File: src/rtl/output_port_arbiter.sv
`default_nettype none
// ============================================================================
// Module   : output_port_arbiter
// Brief    : Round-robin arbiter that shares one leaf-to-network packet lane
//            among NUM_PORTS output-port queues. The granted port returns its
//            packet one cycle after the read select. The packet is captured
//            into a 2-entry skid buffer and offered downstream with a
//            valid/ready handshake, so backpressure never loses a packet.
// Revision : 1.0 - initial release
// ============================================================================
module output_port_arbiter #(
    parameter int NUM_PORTS     = 4,
    parameter int PORT_IDX_BITS = 2,
    parameter int PACKET_BITS   = 97,
    parameter int CNT_BITS      = 32
) (
    input  logic                             clk,
    input  logic                             reset,
    input  logic [NUM_PORTS-1:0]             port_empty,
    input  logic [NUM_PORTS-1:0]             port_credit,
    input  logic [NUM_PORTS*PACKET_BITS-1:0] port_pkt,
    output logic [NUM_PORTS-1:0]             rd_en_sel,
    output logic [PACKET_BITS-1:0]           out_pkt,
    output logic                             out_valid,
    input  logic                             out_ready,
    output logic [PORT_IDX_BITS-1:0]         grant_idx,
    input  logic                             is_done_mode,
    output logic [CNT_BITS-1:0]              stall_cnt,
    output logic [CNT_BITS-1:0]              drop_cnt
);

    localparam logic [CNT_BITS-1:0]      c_cnt_max     = '1;
    localparam logic [PORT_IDX_BITS-1:0] c_last_port   = PORT_IDX_BITS'(NUM_PORTS - 1);
    localparam logic [1:0]               c_occ_empty   = 2'd0;
    localparam logic [1:0]               c_occ_one     = 2'd1;
    localparam logic [1:0]               c_occ_full    = 2'd2;

    // Skid buffer: r_buf0 is always the head, r_buf1 the second entry.
    logic [1:0]               r_occ;
    logic [PACKET_BITS-1:0]   r_buf0;
    logic [PACKET_BITS-1:0]   r_buf1;

    // Arbitration state.
    logic                     r_inflight;
    logic [PORT_IDX_BITS-1:0] r_rr_ptr;
    logic [PORT_IDX_BITS-1:0] r_issued_idx;
    logic [PORT_IDX_BITS-1:0] r_grant_idx;

    // Performance counters.
    logic [CNT_BITS-1:0]      r_stall_cnt;
    logic [CNT_BITS-1:0]      r_drop_cnt;

    logic [NUM_PORTS-1:0]     w_eligible;
    logic                     w_pop;
    logic [2:0]               w_budget;
    logic                     w_allowed;
    logic                     w_any;
    logic [PORT_IDX_BITS-1:0] w_sel_idx;
    logic                     w_issue;
    logic [PACKET_BITS-1:0]   w_cap_pkt;
    logic                     w_push;
    logic                     w_drop;
    logic                     w_stall;

    assign w_eligible = ~port_empty & port_credit;
    assign out_valid  = (r_occ != c_occ_empty);
    assign out_pkt    = r_buf0;
    assign w_pop      = out_valid & out_ready;

    // Entries already held plus the packet still on its way back from a port.
    // A new issue is safe only if that total, less this cycle's pop, stays
    // below the buffer depth, so the packet it fetches is guaranteed a slot.
    assign w_budget   = {1'b0, r_occ} + {2'b00, r_inflight};
    assign w_allowed  = w_pop ? (w_budget < 3'd3) : (w_budget < 3'd2);

    assign w_issue    = ~reset & w_allowed & w_any;

    // Packet returned by the port issued last cycle; its top bit is the
    // valid flag, cleared when the port declined the read.
    assign w_push     = r_inflight & w_cap_pkt[PACKET_BITS-1];
    assign w_drop     = r_inflight & ~w_cap_pkt[PACKET_BITS-1];
    assign w_stall    = out_valid & ~out_ready;

    assign grant_idx  = r_grant_idx;
    assign stall_cnt  = r_stall_cnt;
    assign drop_cnt   = r_drop_cnt;

    // Round-robin search: first eligible port after the last grant, wrapping.
    always_comb begin
        int cand;
        cand      = 0;
        w_any     = 1'b0;
        w_sel_idx = '0;
        for (int k = 1; k <= NUM_PORTS; k++) begin
            cand = (int'(r_rr_ptr) + k) % NUM_PORTS;
            if (!w_any && w_eligible[PORT_IDX_BITS'(cand)]) begin
                w_any     = 1'b1;
                w_sel_idx = PORT_IDX_BITS'(cand);
            end
        end
    end

    // One-hot read select toward the ports; zero whenever nothing is issued.
    always_comb begin
        rd_en_sel = '0;
        if (w_issue) begin
            rd_en_sel[w_sel_idx] = 1'b1;
        end
    end

    // Select the returning packet from the port that was issued last cycle.
    always_comb begin
        w_cap_pkt = '0;
        for (int i = 0; i < NUM_PORTS; i++) begin
            if (r_issued_idx == PORT_IDX_BITS'(i)) begin
                w_cap_pkt = port_pkt[i*PACKET_BITS +: PACKET_BITS];
            end
        end
    end

    // Arbitration state: remember the grant and track the in-flight read.
    always_ff @(posedge clk) begin
        if (reset) begin
            r_rr_ptr     <= c_last_port;
            r_grant_idx  <= '0;
            r_issued_idx <= '0;
            r_inflight   <= 1'b0;
        end else begin
            r_inflight <= w_issue;
            if (w_issue) begin
                r_rr_ptr     <= w_sel_idx;
                r_grant_idx  <= w_sel_idx;
                r_issued_idx <= w_sel_idx;
            end
        end
    end

    // Two-entry FIFO skid buffer; the head stays put after the last pop so
    // out_pkt holds its final value while out_valid is low.
    always_ff @(posedge clk) begin
        if (reset) begin
            r_occ  <= c_occ_empty;
            r_buf0 <= '0;
            r_buf1 <= '0;
        end else begin
            case ({w_push, w_pop})
                2'b10: begin
                    if (r_occ == c_occ_empty) begin
                        r_buf0 <= w_cap_pkt;
                    end else begin
                        r_buf1 <= w_cap_pkt;
                    end
                    r_occ <= r_occ + 2'd1;
                end
                2'b01: begin
                    if (r_occ == c_occ_full) begin
                        r_buf0 <= r_buf1;
                    end
                    r_occ <= r_occ - 2'd1;
                end
                2'b11: begin
                    if (r_occ == c_occ_one) begin
                        r_buf0 <= w_cap_pkt;
                    end else begin
                        r_buf0 <= r_buf1;
                        r_buf1 <= w_cap_pkt;
                    end
                end
                default: begin
                end
            endcase
        end
    end

    // Saturating stall and drop counters, frozen while in done mode.
    always_ff @(posedge clk) begin
        if (reset) begin
            r_stall_cnt <= '0;
            r_drop_cnt  <= '0;
        end else if (!is_done_mode) begin
            if (w_stall && (r_stall_cnt != c_cnt_max)) begin
                r_stall_cnt <= r_stall_cnt + 1'b1;
            end
            if (w_drop && (r_drop_cnt != c_cnt_max)) begin
                r_drop_cnt <= r_drop_cnt + 1'b1;
            end
        end
    end

endmodule
`default_nettype wire

File: config.mk
export PLATFORM = sky130hd
export DESIGN_NAME = output_port_arbiter
export DESIGN_NICKNAME = d
export VERILOG_FILES = /design/src/rtl/output_port_arbiter.sv
export SDC_FILE = /design/constraint.sdc
export NUM_CORES = 1
export LEC_CHECK = 0
export ABC_AREA = 0
export BUFFER_PORTS_ARGS = -buffer_cell sky130_fd_sc_hd__buf_2
export CORE_AREA = 2 2 223 225
export CTS_CLUSTER_DIAMETER = 30
export DETAILED_ROUTE_END_ITERATION = 12
export DIE_AREA = 0 0 225 227
export GPL_TIMING_DRIVEN = 0
export RECOVER_POWER = 100
export SYNTH_ARGS = -nofsm -noshare
export SYNTH_HDL_FRONTEND = slang
export SYNTH_SLANG_ARGS = --single-unit
File: constraint.sdc
create_clock -name clk -period 3.8 [get_ports clk]
set_input_delay 0.57 -clock clk [delete_from_list [all_inputs] [get_ports clk]]
set_output_delay 0.57 -clock clk [all_outputs]
set_load 0.01 [all_outputs]
Yosys cells after proc, flatten, opt, wreduce, memory -nomap -nowiden
Index checks and enable logic that the tools add are counted.
{"block": "word_totals", "ff_bits": 265, "latch_bits": 0, "ram_bits": 0, "romBits": 0, "inputBits": 400, "output_inout_bits": 168, "elab_cells": 106, "n_memories": 0}
{"block": "op_classes", "addsub": 9, "mul": 0, "div": 0, "order_cmp": 8, "n_eq_ne": 14, "shifts": 0, "muxes": 36, "bitwise_logic": 12, "reduce_logical": 19}
{"op": "97-bit two-way mux", "n": 9}
{"op": "97-bit one-hot mux with 3 select lines", "n": 1}
{"op": "97-bit one-hot mux with 2 select lines", "n": 1}
{"op": "32-bit by 1-bit adder with 32-bit output, second input constant", "n": 2}
{"op": "32-bit != test, second input constant", "n": 2}
{"op": "2-bit by 4-bit < comparator with 1-bit output, second input constant", "n": 4}
{"op": "1-bit two-way mux", "n": 14}
{"op": "2-bit == test, second input constant", "n": 5}
{"op": "1-bit binary-select mux with 2-bit select", "n": 4}
{"op": "2-bit two-way mux", "n": 4}
{"op": "2-bit != test, second input constant", "n": 4}
{"op": "2-bit by 1-bit adder with 2-bit output, second input constant", "n": 3}
{"op": "1-bit AND", "n": 6}
{"op": "2-bit by 1-bit == test with 1-bit output, second input constant", "n": 3}
{"op": "1-bit logical AND", "n": 6}
{"op": "3-bit by 2-bit < comparator with 1-bit output, second input constant", "n": 2}
{"op": "3-bit AND reduction", "n": 2}
{"op": "2-bit nonzero test", "n": 3}
{"op": "2-bit adder, second input constant", "n": 2}
{"op": "4-bit AND", "n": 1}
{"op": "2-bit zero test", "n": 2}
{"op": "4-bit two-way mux", "n": 1}
{"op": "1-bit NOT", "n": 4}
{"op": "4-bit NOT", "n": 1}
{"op": "other kinds (9)", "n": 12}

Logic depth before layout (Yosys ltp)
{"block": "logic_depth", "word_depth": 20, "depth_mapped": 12, "depth_no_buf": 9}

Least setup slack after synthesis
OpenSTA, ideal clock, no wires.
{"block": "synth_timing", "kind": "input-to-reg", "startpoint": "input port port_pkt[387]", "endpoint": "register r_buf0[20], in the netlist out_pkt[20]", "setup_ps": 86, "t_arrival_ps": 2796, "t_required_ps": 3714, "setup_slack_ps": 919, "path_stages": 9, "n_path_buf": 2, "path_cell_list": "mux4_2 -> nand2_1 -> inv_1 -> ha_1 -> a221oi_1 -> clkbuf_1 -> clkbuf_1 -> nor2_1 -> a211oi_1"}
{"block": "synth_via", "elab_chain_cells": 5, "elab_cells_between_ends": 10, "classes_between": "eq/ne (5); mux (2); bitwise (1); reduce/logical (2)"}
{"element": "start: declaration", "line_no": "21", "rtl": "input logic [NUM_PORTS*PACKET_BITS-1:0] port_pkt,"}
{"element": "97-bit two-way mux *", "line_no": "115", "rtl": "if (r_issued_idx == PORT_IDX_BITS'(i)) begin"}
{"element": "1-bit AND *", "line_no": "80", "rtl": "assign w_push = r_inflight & w_cap_pkt[PACKET_BITS-1];"}
{"element": "2-bit by 1-bit == test with 1-bit output or 2-bit == test (tied branches)", "line_no": "146", "rtl": "case ({w_push, w_pop})"}
{"element": "2-bit != test (no line) or 3-bit nonzero test (tied branches)"}
{"element": "3-bit AND reduction (no line)"}
{"element": "end signal: assignment", "line_no": "149", "rtl": "r_buf0 <= w_cap_pkt;"}
{"element": "end signal: assignment", "line_no": "157", "rtl": "r_buf0 <= r_buf1;"}
{"element": "end signal: assignment", "line_no": "163", "rtl": "r_buf0 <= w_cap_pkt;"}
{"element": "end: declaration", "line_no": "40", "rtl": "logic [PACKET_BITS-1:0] r_buf0;"}
Every way passes the cells marked *; elsewhere a longest branch is shown, timed or not.
A chain may end at the register's enable or synchronous reset.

==> flow_summary.yaml <==
outcome:
  status: "finished clean"
logic_synthesis:
  yosysWarnings: 0
  synth_cell_types: 57
  yosysTopAreaCellShare: 0.394
  synthTopCellsByArea: "dfxtp_1 39%, mux4_2 16%, nand2_1 6.4%"
  yosysTopAreaCell: "dfxtp_1"
  synth_edf_count: 0
  synth_nets: 1877
  syn_area_sq_um: 13500
  async_flop_share: 0
  yosys_register_bits: 265
  synthCells: 1465
  seq_area_frac_synth: 0.394
  synth_flop_cell: "dfxtp_1"
  synth.avg_cell_area_sq_um: 9.18
flow_run:
  cap_violations: 0
power_and_ir_drop:
  p_leak_nw: 7.32
  power_density_nw_per_um2: 769
  irDropWorstVdd_v: 0.000390
  p_total_w: 0.0149
critical_path:
  r2r_setup_slack_ps: 180
  worst_ep_required_time_ps: 4290
  end_kind: "register"
  r2r-start: "grant_idx[0]"
  cp.arrival_ps: 4110
  r2r_cells: 11
  start_kind: "register"
  cp_max_fo: 10
  critPathKind: "register to register"
  regToRegEndpoint: "r_buf1[38]"
finish:
  mostFrequentLayoutCell: "buf_2"
  fin_util: 0.399
  nets: 2512
  final_cell_mix: "404 x buf_2, 276 x clkbuf_1, 265 x dfxtp_1, 229 x nand2_1, 149 x a21oi_1"
  drive_above_1_share: 0.303
  stdcell_area_sq_um: 19400
  syn_to_final_growth_pct: 44.1
  n_antenna_cell: 0
route:
  drtPass1Iterations: 5
  totalWireLength_microns: 56400
  antenna_left: 0
  drt_iter0_markers: 941
  viasPerCell: 5.27
  wl_per_cell_microns: 20.3
  num_vias: 14600
  drc: 0
min_path:
  min_path_type: "register to register"
  min-delay-start: "r_buf1[28]"
  worst_hold_path.endpoint: "r_buf1[28]"
  min_path_cells: 2
die:
  start_util: 0.277
  pin_count: 568
  dieArea_sq_um: 51100
  coreArea_sq_um: 48500
  die_w_microns: 225
  fp-row-count: 81
  fp.dieH_microns: 227
timing:
  final_max_slew_viol_count: 0
  fin_crit_sh: 0.952
  max_freq_mhz: 277
  min_period_ps: 3620
  setup_viol: 0
  hold_viol: 0
  fin_skew_ps: 29.6
  maxSlewHeadroom: 0.192
  worst_hold_slack_ps: 453
  tightest_slew_ps: 1200
  rsz0062_at_grt: "no"
place:
  place_area_sq_um: 17100
  gp_congestion: 0.923
  place_hpwl_microns: 43400
  portBuffers: 566
clock_tree:
  cts_sinks: 265
  clkTransAtPathRegs_ps: 50
  post_cts_buffers: 0
  clock-root-buffer: "clkbuf_16"
  cts_made_buffers: 69
  h-tree-depth: 3
  clk_path_buf_depth: 3
  hold_buffers: 0
  cts_tree: "done"
  worstSkewPairLatency_ps: 580
grt:
  grt_pass1_wl_microns: 83100
  grt_max_degree: 11
  grt_overflow: 0
  grt_util_all_layers: 0.213
  grt_pass1_vias: 14400
  antenna_found_initial: 3
## power by group
group | internal, W | switching (W) | leakage (nW) | total (W)
clock | 0.00454 | 0.00181 | 1.24 | 0.00635
sequential | 0.00344 | 0.000372 | 2.16 | 0.00381
combinational | 0.00179 | 0.00295 | 3.91 | 0.00474
total | 0.00978 | 0.00513 | 7.32 | 0.0149
## worst max-delay path by stage
stage	to	slack [ps]	depth (start not counted)	startpoint
after floorplan	out_pkt[20]	920	9	port_pkt[387]
after global placement	out_pkt[51]	-1320	10	grant_idx[1]
after detailed placement	out_pkt[56]	-1420	10	grant_idx[1]
after CTS	r_buf1[38]	6	11	grant_idx[0]
after global routing	r_buf1[43]	20	11	grant_idx[0]
final	r_buf1[38]	180	11	grant_idx[0]
## state kept, by name, indices dropped and copies added, names as in the netlist
signal      flops
grant_idx       2
drop_cnt       32
out_pkt        97
r_buf1         97
r_inflight      1
stall_cnt      32
r_occ           2
r_rr_ptr        2
## routing by layer
metal | wire length, microns | vias up | share of wire | track usage
li1 | - | 6798 | - | -
met1 | 24100 | 7164 | 0.43 | 0.274
met2 | 27300 | 593 | 0.48 | 0.352
met3 | 3960 | 85 | 0.070 | 0.0523
met4 | 1140 | 0 | 0.020 | 0.0724
met5 | 0 | - | 0 | 0
## area by class of cell
| class | instances | area, sq um |
|---|---|---|
| Buffer | 123 | 504 |
| Clock buffer | 90 | 1910 |
| Clock inverter | 35 | 627 |
| Fill cell | 4868 | 29200 |
| Inverter | 22 | 82.6 |
| Multi-Input combinational cell | 1053 | 7560 |
| Sequential cell | 265 | 5310 |
| Tap cell | 622 | 778 |
| Timing Repair Buffer | 566 | 2620 |
## cells in the mapped netlist (10+ instances only)
| library cell | n |
|---|---|
| o21ai_0 | 34 |
| ha_1 | 12 |
| nand4_1 | 22 |
| buf_1 | 10 |
| or4_1 | 15 |
| nor2b_1 | 15 |
| dfxtp_1 | 265 |
| a211oi_1 | 98 |
| a22oi_1 | 98 |
| nor2_1 | 128 |
| inv_1 | 22 |
| o31ai_1 | 12 |
| nand2_1 | 229 |
| a21oi_1 | 149 |
| or3_1 | 31 |
| mux4_2 | 97 |
| clkbuf_1 | 106 |
| nand3_1 | 26 |
## cell families after synthesis
group	after synthesis	share of synthesized area
mux	109	0.172
xor+xnor	5	0.00326
fa+ha+maj	12	0.0112
simple gates	516	0.177
flops	265	0.394
buf+inv	147	0.0425
compound gates	411	0.199
## stage by stage
step / cells / setup WS (ps) / setup TNS (ps)
floorplan: 1465 / 919 / 0
global placement: 2653 / -1320 / -160720
detailed placement: 2653 / -1420 / -172670
CTS: 2777 / 6.41 / 0
global route: 2776 / 21.9 / 0
finish: 2776 / 184 / 0
## critical path, stage by stage (launching register included)
cell      delay [ps]
dfxtp_1          380
buf_6            220
mux4_2           640
nand2_1          190
inv_1             90
ha_1             310
a22oi_1          360
o21a_2           410
buf_2            380
clkbuf_2         310
nand2_1          100
a21oi_1          130
## timing repair
item                                    in CTS  in global routing
endpoints found under the setup margin     194                 93
cloned                                       0                  0
resized for setup                           14                 27
Power figures use the tool's default switching activity.
